File: config.mk
export PLATFORM = sky130hd
export DESIGN_NAME = sdr_16_rd_capture
export DESIGN_NICKNAME = d
export VERILOG_FILES = /design/src/rtl/sdr_16_pkg.sv /design/src/rtl/sdr_16_dly_line.sv /design/src/rtl/sdr_16_rd_capture.sv
export SDC_FILE = /design/constraint.sdc
export NUM_CORES = 1
export LEC_CHECK = 0
export ABC_AREA = 1
export CAP_MARGIN = 20
export CELL_PAD_IN_SITES_DETAIL_PLACEMENT = 0
export CELL_PAD_IN_SITES_GLOBAL_PLACEMENT = 1
export CORE_MARGIN = 4
export CORE_UTILIZATION = 37
export DETAILED_ROUTE_END_ITERATION = 10
export HOLD_SLACK_MARGIN = 0.15
export PLACE_DENSITY = 0.79
export SETUP_SLACK_MARGIN = 0.05
export SLEW_MARGIN = 20
export SYNTH_ARGS = -nofsm -noshare
export SYNTH_HDL_FRONTEND = slang
export SYNTH_SLANG_ARGS = --single-unit
File: constraint.sdc
create_clock -name sdram_clk -period 1.1 [get_ports sdram_clk]
set_input_delay 0.165 -clock sdram_clk [delete_from_list [all_inputs] [get_ports sdram_clk]]
set_output_delay 0.165 -clock sdram_clk [all_outputs]
set_load 0.005 [all_outputs]
File: src/rtl/sdr_16_pkg.sv
// Shared sdr_16 constants: data widths, legal CAS latencies and read-return timing.
// Used by the read-capture block and the controller FSM.
package sdr_16_pkg;

  localparam int BEAT_W       = 16;
  localparam int WORD_W       = 2 * BEAT_W;
  localparam int CL_MIN       = 2;
  localparam int CL_MAX       = 3;
  localparam int IO_DELAY_MAX = 2;

  function automatic bit cl_legal(input int cl);
    return (cl >= CL_MIN) && (cl <= CL_MAX);
  endfunction

  // Cycles from the scheduling of a READ to the first data beat at the block:
  // one cycle for the command to reach the pins, CL in the SDRAM, IO_DELAY in the pads.
  function automatic int rd_delay(input int cl, input int io_delay);
    return 1 + cl + io_delay;
  endfunction

endpackage

File: src/rtl/sdr_16_dly_line.sv
// Fixed-depth 1-bit shift register; taps[i] is the input delayed by i+1 cycles.
module sdr_16_dly_line #(
  parameter int DEPTH = 4
) (
  input  logic             clk,
  input  logic             rst_n,
  input  logic             din,
  output logic [DEPTH-1:0] taps
);

  generate
    if (DEPTH < 2) begin : g_bad_depth
      $error("sdr_16_dly_line: DEPTH must be at least 2");
    end
  endgenerate

  always_ff @(posedge clk or negedge rst_n) begin
    if (!rst_n) begin
      taps <= '0;
    end else begin
      taps <= {taps[DEPTH-2:0], din};
    end
  end

endmodule

File: src/rtl/sdr_16_rd_capture.sv
// SDRAM burst-length-2 read capture: times each READ with a tag shift register,
// samples both 16-bit beats and emits one packed 32-bit word to the egress FIFO.
module sdr_16_rd_capture
  import sdr_16_pkg::*;
#(
  parameter int CL       = 2,
  parameter int IO_DELAY = 1
) (
  input  logic              sdram_clk,
  input  logic              sdram_rst_n,
  input  logic              cmd_read,
  input  logic [BEAT_W-1:0] dq_i,
  input  logic              fifo_full,
  output logic [WORD_W-1:0] dat_o,
  output logic              fifo_we,
  output logic              busy,
  output logic              overrun,
  output logic              proto_err
);

  localparam int D = rd_delay(CL, IO_DELAY);

  generate
    if (!cl_legal(CL)) begin : g_bad_cl
      $error("sdr_16_rd_capture: CL must be 2 or 3");
    end
    if ((IO_DELAY < 0) || (IO_DELAY > IO_DELAY_MAX)) begin : g_bad_io_delay
      $error("sdr_16_rd_capture: IO_DELAY must be 0..2");
    end
  endgenerate

  // tag[i] is high in cycle t+1+i for a READ accepted in cycle t.
  logic [D:0]        tag;
  logic              accept;
  logic [BEAT_W-1:0] beat0;
  logic              overrun_q;

  // A READ in the cycle right after an accepted one collides on the data bus;
  // it is dropped and flagged.
  assign accept = cmd_read & ~tag[0];

  sdr_16_dly_line #(
    .DEPTH (D + 1)
  ) u_tag (
    .clk   (sdram_clk),
    .rst_n (sdram_rst_n),
    .din   (accept),
    .taps  (tag)
  );

  // The FIFO has no back-pressure path: fifo_we is a write strobe that is never
  // stalled; fifo_full only records an overrun when a word lands on a full FIFO.
  always_ff @(posedge sdram_clk or negedge sdram_rst_n) begin
    if (!sdram_rst_n) begin
      beat0     <= '0;
      dat_o     <= '0;
      fifo_we   <= 1'b0;
      overrun_q <= 1'b0;
      proto_err <= 1'b0;
    end else begin
      if (tag[D-1]) begin
        beat0 <= dq_i;
      end
      if (tag[D]) begin
        dat_o <= {beat0, dq_i};
      end
      fifo_we   <= tag[D];
      overrun_q <= overrun_q | (fifo_we & fifo_full);
      proto_err <= proto_err | (cmd_read & tag[0]);
    end
  end

  // overrun shows in the very cycle the word hits a full FIFO, then stays sticky.
  assign overrun = overrun_q | (fifo_we & fifo_full);
  assign busy    = (|tag) | fifo_we;

endmodule

[After elaboration in Yosys (flattened, before gate mapping)]
Cells that the tools add are included.
Operators by class
  bitwise logic cells: 7
  reduce and logical (&&, ||, !) cells: 1
Operators by type and width (count)
  $reduce_or A5 Y1: 1
  $and A1 B1 Y1: 3
  $or A1 B1 Y1: 3
  $not A1 Y1: 1
Storage, ports and cells
  flip-flop bits (word level): 56
  input port bits: 20
  word-level logic and storage cells: 14

[Logic depth before layout (Yosys ltp)]
Gate-level depths: netlist (run 1).
  depth in word-level cells: 2
  gate-level depth with buffers: 4
  mapped depth without buffers: 2

[Hierarchy]
Synthesis (run 1) repeated with hierarchy kept, for this count alone.
Unflattened totals
  cell total of the unflattened synthesis: 218
  area, all modules: 2208.4 µm²
Modules (own cells, without submodules)
  sdr_16_rd_capture: times used 1, cells each 213, area each 2083.2 µm², sequential area each 1276.2 µm²
  sdr_16_dly_line: times used 1, cells each 5, area each 125.1 µm², sequential area each 125.1 µm²

[Worst setup path after synthesis (run 1)]
No wires, ideal clock.
  path kind: flip-flop to flip-flop
  from: reg u_tag.taps[4]
  to: reg dat_o[20]
  library setup time: 127 ps
  arrival: 737 ps
  required time: 973 ps
  path slack: 235 ps
  stages on the path, launching flop included: 5
  buffers on the path: 2
  period minus slack after synthesis: 865 ps
  cell sequence: dfrtp_1 buf_6 buf_6 nand2_1 o21ai_0
RTL lines
  from (decl): line sdr_16_dly_line.sv:8  | output logic [DEPTH-1:0] taps
  from (signal assigned): line sdr_16_dly_line.sv:21  | taps <= {taps[DEPTH-2:0], din};
  to (signal assigned): line sdr_16_rd_capture.sv:65  | dat_o <= {beat0, dq_i};
  to (decl): line sdr_16_rd_capture.sv:14  | output logic [WORD_W-1:0] dat_o,

[Worst setup path after layout (run 1)]
  from: reg u_tag.taps[4]
  to: out busy
On the way
  cells in the longest elaborated chain, start to end: 2
Ends and longest elaborated chain
  $reduce_or A5 Y1: line sdr_16_rd_capture.sv:75  | assign busy = (|tag) | fifo_we;
  $or A1 B1 Y1: line sdr_16_rd_capture.sv:75
  to (decl): line sdr_16_rd_capture.sv:16  | output logic busy,
Every way passes these cells.

==> results of run 1 <==
[how the worst min path moves through the flow]
| stage | startpoint | to | slack, ps | depth (start not counted) |
|---|---|---|---|---|
| floorplan | sdram_rst_n | beat0[0] | -130 | 0 |
| global placement | sdram_rst_n | dat_o[23] | 190 | 2 |
| detailed placement | sdram_rst_n | dat_o[23] | 190 | 2 |
| CTS | cmd_read | u_tag.taps[0] | 380 | 3 |
| global route | sdram_rst_n | dat_o[20] | 390 | 3 |
| finish | sdram_rst_n | dat_o[23] | 370 | 3 |
[final cells by class]
type / instances / area, sq um
Inverter: 49 / 183.9
Tap cell: 72 / 90.09
Sequential cell: 56 / 1403
Multi-Input combinational cell: 103 / 754.5
Fill cell: 501 / 2308
Clock buffer: 6 / 82.58
Clock inverter: 2 / 10.01
Timing Repair Buffer: 84 / 809.5
[kinds of logic after synthesis]
logic type	Yosys count	synth area share [%]
AO/OA/AOI/OAI	50	14.96
flip-flops	56	63.46
AND/OR/NAND/NOR	53	9.065
buffers and inverters	59	12.52
[per-layer routing]
metal	GRT usage (%)	up-vias	share of wire, %	routed length (um)
li1	-	820	-	-
met1	16.02	787	42	2248
met2	20.55	37	51	2740
met3	3.883	6	5.2	278
met4	5.180	0	1.4	77
met5	0	-	0	0
[critical path, cell delays in order, from the launching register on]
cell     delay [ps]
dfrtp_2         430
nor2_1           90
nand3_1          70
buf_2           130
[stage by stage]
step | cell area, sq um | setup TNS [ps] | total power, mW
floorplan | 2208 | 0 | 2.877
global placement | 2803 | -361.7 | 3.414
detailed placement | 2803 | -518.6 | 3.437
CTS | 2801 | -239.1 | 4.464
global route | 3333 | -511.5 | 5.042
finish | 3333 | -201.3 | 4.761
[layout by cell type (no fill, tap or decap), drive strengths merged]
cell type and count:
nand3 1, clkdlybuf4s50 18, nand2 48, dfrtp 56
nor2 4, clkinv 2, dlygate4sd3 1, buf 57
dlygate4sd2 1, a21o 2, clkbuf 13, o21ai 48
inv 49
[flip-flops by register name (all words and copies together), names as in the netlist]
register and count:
beat0 16, dat_o 32, fifo_we 1, overrun_q 1, proto_err 1, u_tag.taps 5
[what timing repair did]
| item | in CTS | in global routing |
|---|---|---|
| pin swaps | 4 | 7 |
| endpoints found under the hold margin | 56 | 0 |
| endpoints found under the setup margin | 58 | 34 |
| hold buffers | 1 | 0 |
| gates resized for setup | 145 | 87 |
| setup buffers | 8 | 4 |
| cloned | 0 | 11 |
[power groups by stage]
stage | sequential [mW] | combinational, mW | clock (mW)
3_3_place_gp | 2.51 | 0.906 | 0
2_1_floorplan | 2.52 | 0.361 | 0
3_5_place_dp | 2.51 | 0.923 | 0
6_report | 2.50 | 1.10 | 1.17
5_1_grt | 2.54 | 1.22 | 1.29
4_1_cts | 2.47 | 0.797 | 1.20
==> summary.md, run 1 <==
| Metric | Value |
|---|---|
| Hold Vio Cnt, Final | `0` |
| Fmax | `848.1 MHz` |
| Power density over cell area | `1428 nW/um^2` |
| Yosys top cell by area | `dfrtp_1` |
| Tot GR Track Use | `12.77%` |
| Vias/cell | `4.435` |
| DRT Pass-1 Iters | `4` |
| Setup WS post-layout | `-79.07 ps` |
| IO buf count | `55` |
| Share of cells above drive strength 1 | `44.67%` |
| Via count | `1650` |
| Cell internal pwr | `3.399 mW` |
| CP endpoint kind | `primary output` |
| Inserted Diodes | `0` |
| Count leader, synth | `dfrtp_1` |
| DRC | `0` |
| Post-synth EDFFs | `0` |
| R2r endpoint | `dat_o[25]` |
| # nets final | `319` |
| Worst hold margin | `373.6 ps` |
| Worst-margin pin slew | `308.1 ps` |
| Register area share after synthesis | `63.46%` |
| Worst min-delay path category | `input pin to async pin` |
| Drt wl/cell | `14.37 um` |
| Worst r2r path cells | `5` |
| Setup CP Type | `flip-flop to primary output` |
| Final Max Tran Viols | `0` |
| CTS clock-pin slew for the worst setup and hold paths | `100 ps` |
| CTS Buf Count | `5` |
| YS warnings | `0` |
| Ys async rst share | `100.0%` |
| R2R Path Start | `u_tag.taps[4]` |
| Final core occ | `59.08%` |
| Combinational share of power | `23.0%` |
| Setup Skew | `3.683 ps` |
| Post-synth top cells | `56 x dfrtp_1, 49 x inv_1, 48 x nand2_1` |
| Clock root buffer | `clkbuf_8` |
| Fin crit period | `1179 ps` |
| Max FO, Critical Path | `2` |
| Final setup viols | `3` |
| Startpoint Class | `flip-flop` |
| Residual overflow from global routing | `0` |
| CP arrival | `1010 ps` |
| Yosys cell types | `11` |
| RSZ-0062 raised after global routing | `true` |
| Status | `complete, but fails checks` |
| Height of the chip | `85.26 um` |
| Clk_lat worst skew | `310 ps` |
| Layout area overhead | `50.93%` |
| Die W | `85.26 um` |
| Average size of a mapped cell | `10.13 sq um` |
| Rows | `27` |
| Yosys top cell area share | `63.46%` |
| Peak VDD IR | `732.6 uV` |
| Full die area | `7268 sq um` |
| Mapped Cells | `218` |
| CTS tree | `done` |
| H-Tree Depth | `2` |
| Routed WL | `5345 um` |
| WP data required | `940 ps` |
| Initial Utilization | `39.14%` |
| Leakage | `1.736 nW` |
| Failing checks | `setup timing` |
| Top post-synthesis cells by area | `dfrtp_1 63%, inv_1 8.3%, nand2_1 8.2%, o21ai_2 7.9%, o21ai_0 6.3%` |
| Final HPWL DP | `2672 um` |
| Clk buf depth | `2` |
| Fin cells | `372` |
| Final ANT Viol Nets | `0` |
| RePlAce Congestion | `0.6902` |
| Largest net degree at the start of global routing | `57` |
| Core area | `5642 sq um` |
| Switching share of power | `28.60%` |
| Vias in the first global route | `1548` |
| DP Cell Count | `340` |
| Io pins | `56` |
| Critical path origin | `u_tag.taps[4]` |
| Ys flop type | `dfrtp_1` |
| Relative slew slack | `79.46%` |
| Max Cap Violations | `0` |
| Crit path to | `busy` |
| R2r setup slk | `10 ps` |
| Pre-CTS WS | `-314.9 ps` |
| NetSw | `1.362 mW` |
| Initial antenna violation count | `0` |
| Post-synthesis cell area | `2208 sq um` |
| Flop pwr share | `52.5%` |
| Clock Sinks | `56` |
| First-pass GRT wire length | `7369 um` |
| Starting DRC count in detailed routing | `49` |
| Final worst path period share | `107.2%` |
| Synth Register Bits | `56` |
| Clk pwr share | `24.5%` |
| Syn Nets | `238` |
No activity file was read; power rests on OpenSTA's default activity.
==> run 2, diff against run 1 <==
- CAP_MARGIN: 20 -> default
- CTS_BUF_LIST: default -> sky130_fd_sc_hd__clkbuf_16
==> run 2 against run 1 <==
The flow still finishes with violations (setup timing). Hold slack improved by 9.5 ps. Non-clock buffer count fell by 3. Sequential share of layout area rose by 3.1 points. Count of clock-buffer cells in the layout fell by 1. Die area did not move. Via count fell by 3.6%. Clock skew rose by 1.9 ps. Wire length fell by 12%. Worst setup slack improved by 36 ps. Cell area fell by 6.8%. Critical endpoint unchanged.
==> summary.md, run 2 (synthesis gave the netlist of run 1 again) <==
| Metric | Value |
|---|---|
| Status | `complete, but fails checks` |
| Failing checks | `setup timing` |
| RePlAce Congestion | `0.6902 (unchanged)` |
| Tot GR Track Use | `12.71% (-0.064 points)` |
| DRC | `0 (unchanged)` |
| Top Registers | `dat_o: 32 flops, beat0: 16 flops, u_tag.taps: 5 flops` |
| Initial Utilization | `39.14% (unchanged)` |
| RSZ-0062 raised after global routing | `true` |
| Critical path cell sequence | `nor2_1 -> nand3_1 -> buf_2` |
| Startpoint Class | `flip-flop` |
| Core area | `5642 sq um (unchanged)` |
| CP endpoint kind | `primary output` |
| Share of cells above drive strength 1 | `31.99% (-13 points)` |
| Power density over cell area | `1583 nW/um^2 (+11%)` |
| Leakage | `1.585 nW (-8.7%)` |
| Commonest non-fill, non-tap cells in the layout | `55 x dfrtp_1, 49 x inv_1, 39 x nand2_1, 24 x o21ai_0, 20 x o21ai_2` |
| Final ANT Viol Nets | `0 (unchanged)` |
| Height of the chip | `85.26 um (unchanged)` |
| CTS tree | `done` |
| Drt wl/cell | `12.73 um (-11%)` |
| Final HPWL DP | `2672 um (unchanged)` |
| Clock root buffer | `clkbuf_16` |
| Rows | `27 (unchanged)` |
| Max FO, Critical Path | `2 (unchanged)` |
| TNS Setup | `-98.30 ps (+103.0 ps)` |
| Full die area | `7268 sq um (unchanged)` |
| Setup WS post-layout | `-42.89 ps (+36.18 ps)` |
| Fin crit period | `1143 ps (-36.18 ps)` |
| Worst hold margin | `383.0 ps (+9.480 ps)` |
| Worst-margin pin slew | `299.7 ps (-8.434 ps)` |
| Fmax | `875.0 MHz (+3.2%)` |
| Clk_lat worst skew | `280 ps (-30 ps)` |
| Hold Vio Cnt, Final | `0 (unchanged)` |
| CTS clock-pin slew for the worst setup and hold paths | `70 ps (-30 ps)` |
| First-pass GRT wire length | `7362 um (about the same)` |
| CTS Buf Count | `5 (unchanged)` |
| Relative slew slack | `80.02% (+0.56 points)` |
| Slowest CP cell | `dfrtp_2` |
| CP arrival | `980 ps (-30 ps)` |
| Io pins | `56 (unchanged)` |
| Most common cell after layout, fill and taps aside | `dfrtp_1` |
| Initial antenna violation count | `0 (unchanged)` |
| Clock Sinks | `56 (unchanged)` |
| Clk buf depth | `2 (unchanged)` |
| Setup Skew | `5.559 ps (+1.876 ps)` |
| Largest net degree at the start of global routing | `57 (unchanged)` |
| Max Cap Violations | `0 (unchanged)` |
| Max stage delay on crit path | `410 ps (-20 ps)` |
| IO buf count | `55 (unchanged)` |
| Peak VDD IR | `906.5 uV (+24%)` |
| Inserted Diodes | `0 (unchanged)` |
| Vias/cell | `4.312 (-2.8%)` |
| Residual overflow from global routing | `0 (unchanged)` |
| H-Tree Depth | `2 (unchanged)` |
| Final setup viols | `3 (unchanged)` |
| Routed WL | `4697 um (-12%)` |
| # nets final | `316 (-0.94%)` |
| Worst min-delay path category | `flip-flop to flip-flop` |
| Top reg by flops | `dat_o` |
| Final worst path period share | `103.9% (-3.3 points)` |
| WP data required | `940 ps (about the same)` |
| Via count | `1591 (-3.6%)` |
| Starting DRC count in detailed routing | `78 (+59%)` |
| Max FFs per register | `32 (unchanged)` |
| Setup CP Type | `flip-flop to primary output` |
| Vias in the first global route | `1588 (+2.6%)` |
| Final Max Tran Viols | `0 (unchanged)` |
| Die W | `85.26 um (unchanged)` |
| DRT Pass-1 Iters | `4 (unchanged)` |
| Layout area overhead | `40.68%` |
| Pre-CTS WS | `-314.9 ps (unchanged)` |
run 2: cell types whose count changed in the layout (fill, tap and decap cells not counted), moves of 3 or more:
| cell | delta |
|---|---|
| nand2_1 | +23 |
| buf_2 | -20 |
| clkbuf_2 | +17 |
| nand2_4 | -14 |
| nand2_2 | -9 |
| o21ai_2 | -9 |
| o21ai_0 | +8 |
| clkbuf_8 | -6 |
| buf_12 | -3 |
| buf_4 | +3 |
| clkdlybuf4s15_1 | +3 |
run 2: power breakdown:
| part | switching (mW) | internal (mW) | total, mW |
|---|---|---|---|
| combinational | 0.448 | 0.486 | 0.933 |
| sequential | 0.150 | 2.33 | 2.48 |
| clock | 0.675 | 0.829 | 1.50 |
run 2: final cells by class:
cell class,count,area (sq um)
Clock buffer,5,125.1
Clock inverter,3,13.76
Fill cell,519,2535
Inverter,49,183.9
Multi-Input combinational cell,103,593.1
Sequential cell,56,1403
Tap cell,72,90.09
Timing Repair Buffer,81,698.2
run 2: path summary, 6_finish.rpt:
path                          startpoint             to  slack (ps)  cells past startpoint
max                        u_tag.taps[4]           busy         -40                      3
min                        u_tag.taps[1]  u_tag.taps[2]         380                      0
max reg2reg                u_tag.taps[4]      dat_o[16]          30                      5
min reg2reg                u_tag.taps[1]  u_tag.taps[2]         380                      0
max in group asynchronous    sdram_rst_n  u_tag.taps[4]         430                      3
min in group asynchronous    sdram_rst_n      dat_o[23]         400                      3
run 2: metrics by stage:
step,cell area [sq um],util [%],instances,total power [mW]
floorplan,2208,-,218,2.877
global placement,2803,49.68,340,3.414
detailed placement,2803,49.68,340,3.437
CTS,2983,52.87,358,4.898
global route,3107,55.07,369,5.226
finish,3107,55.07,369,4.918
run 2: routing by layer:
metal / GRT usage, % / vias to the layer above / routed length, um
met5: 0 / - / 0
met4: 4.748 / 0 / 39
met3: 3.592 / 2 / 275
met2: 20.83 / 38 / 2326
met1: 15.95 / 734 / 2056
li1: - / 817 / -
run 2: what timing repair did:
item                                    CTS  global route
pin swaps                                 4             1
endpoints found under the setup margin   58            53
gates cloned                              0             5
hold endpoints to repair                 56             0
gates resized for setup                 115            34
setup buffers                             9             6
hold buffers                              1             0
run 2: critical path: cells and delay by family, from the launching register on:
| family | cells | cell delay, ps |
|---|---|---|
| buf+inv | 1 | 120 |
| flops | 1 | 410 |
| simple gates | 2 | 150 |
==> run 3, diff against run 2 <==
- SLEW_MARGIN: 20 -> default
==> results of run 3 <==
Final layout, timing and power as in run 2 (identical DEF).
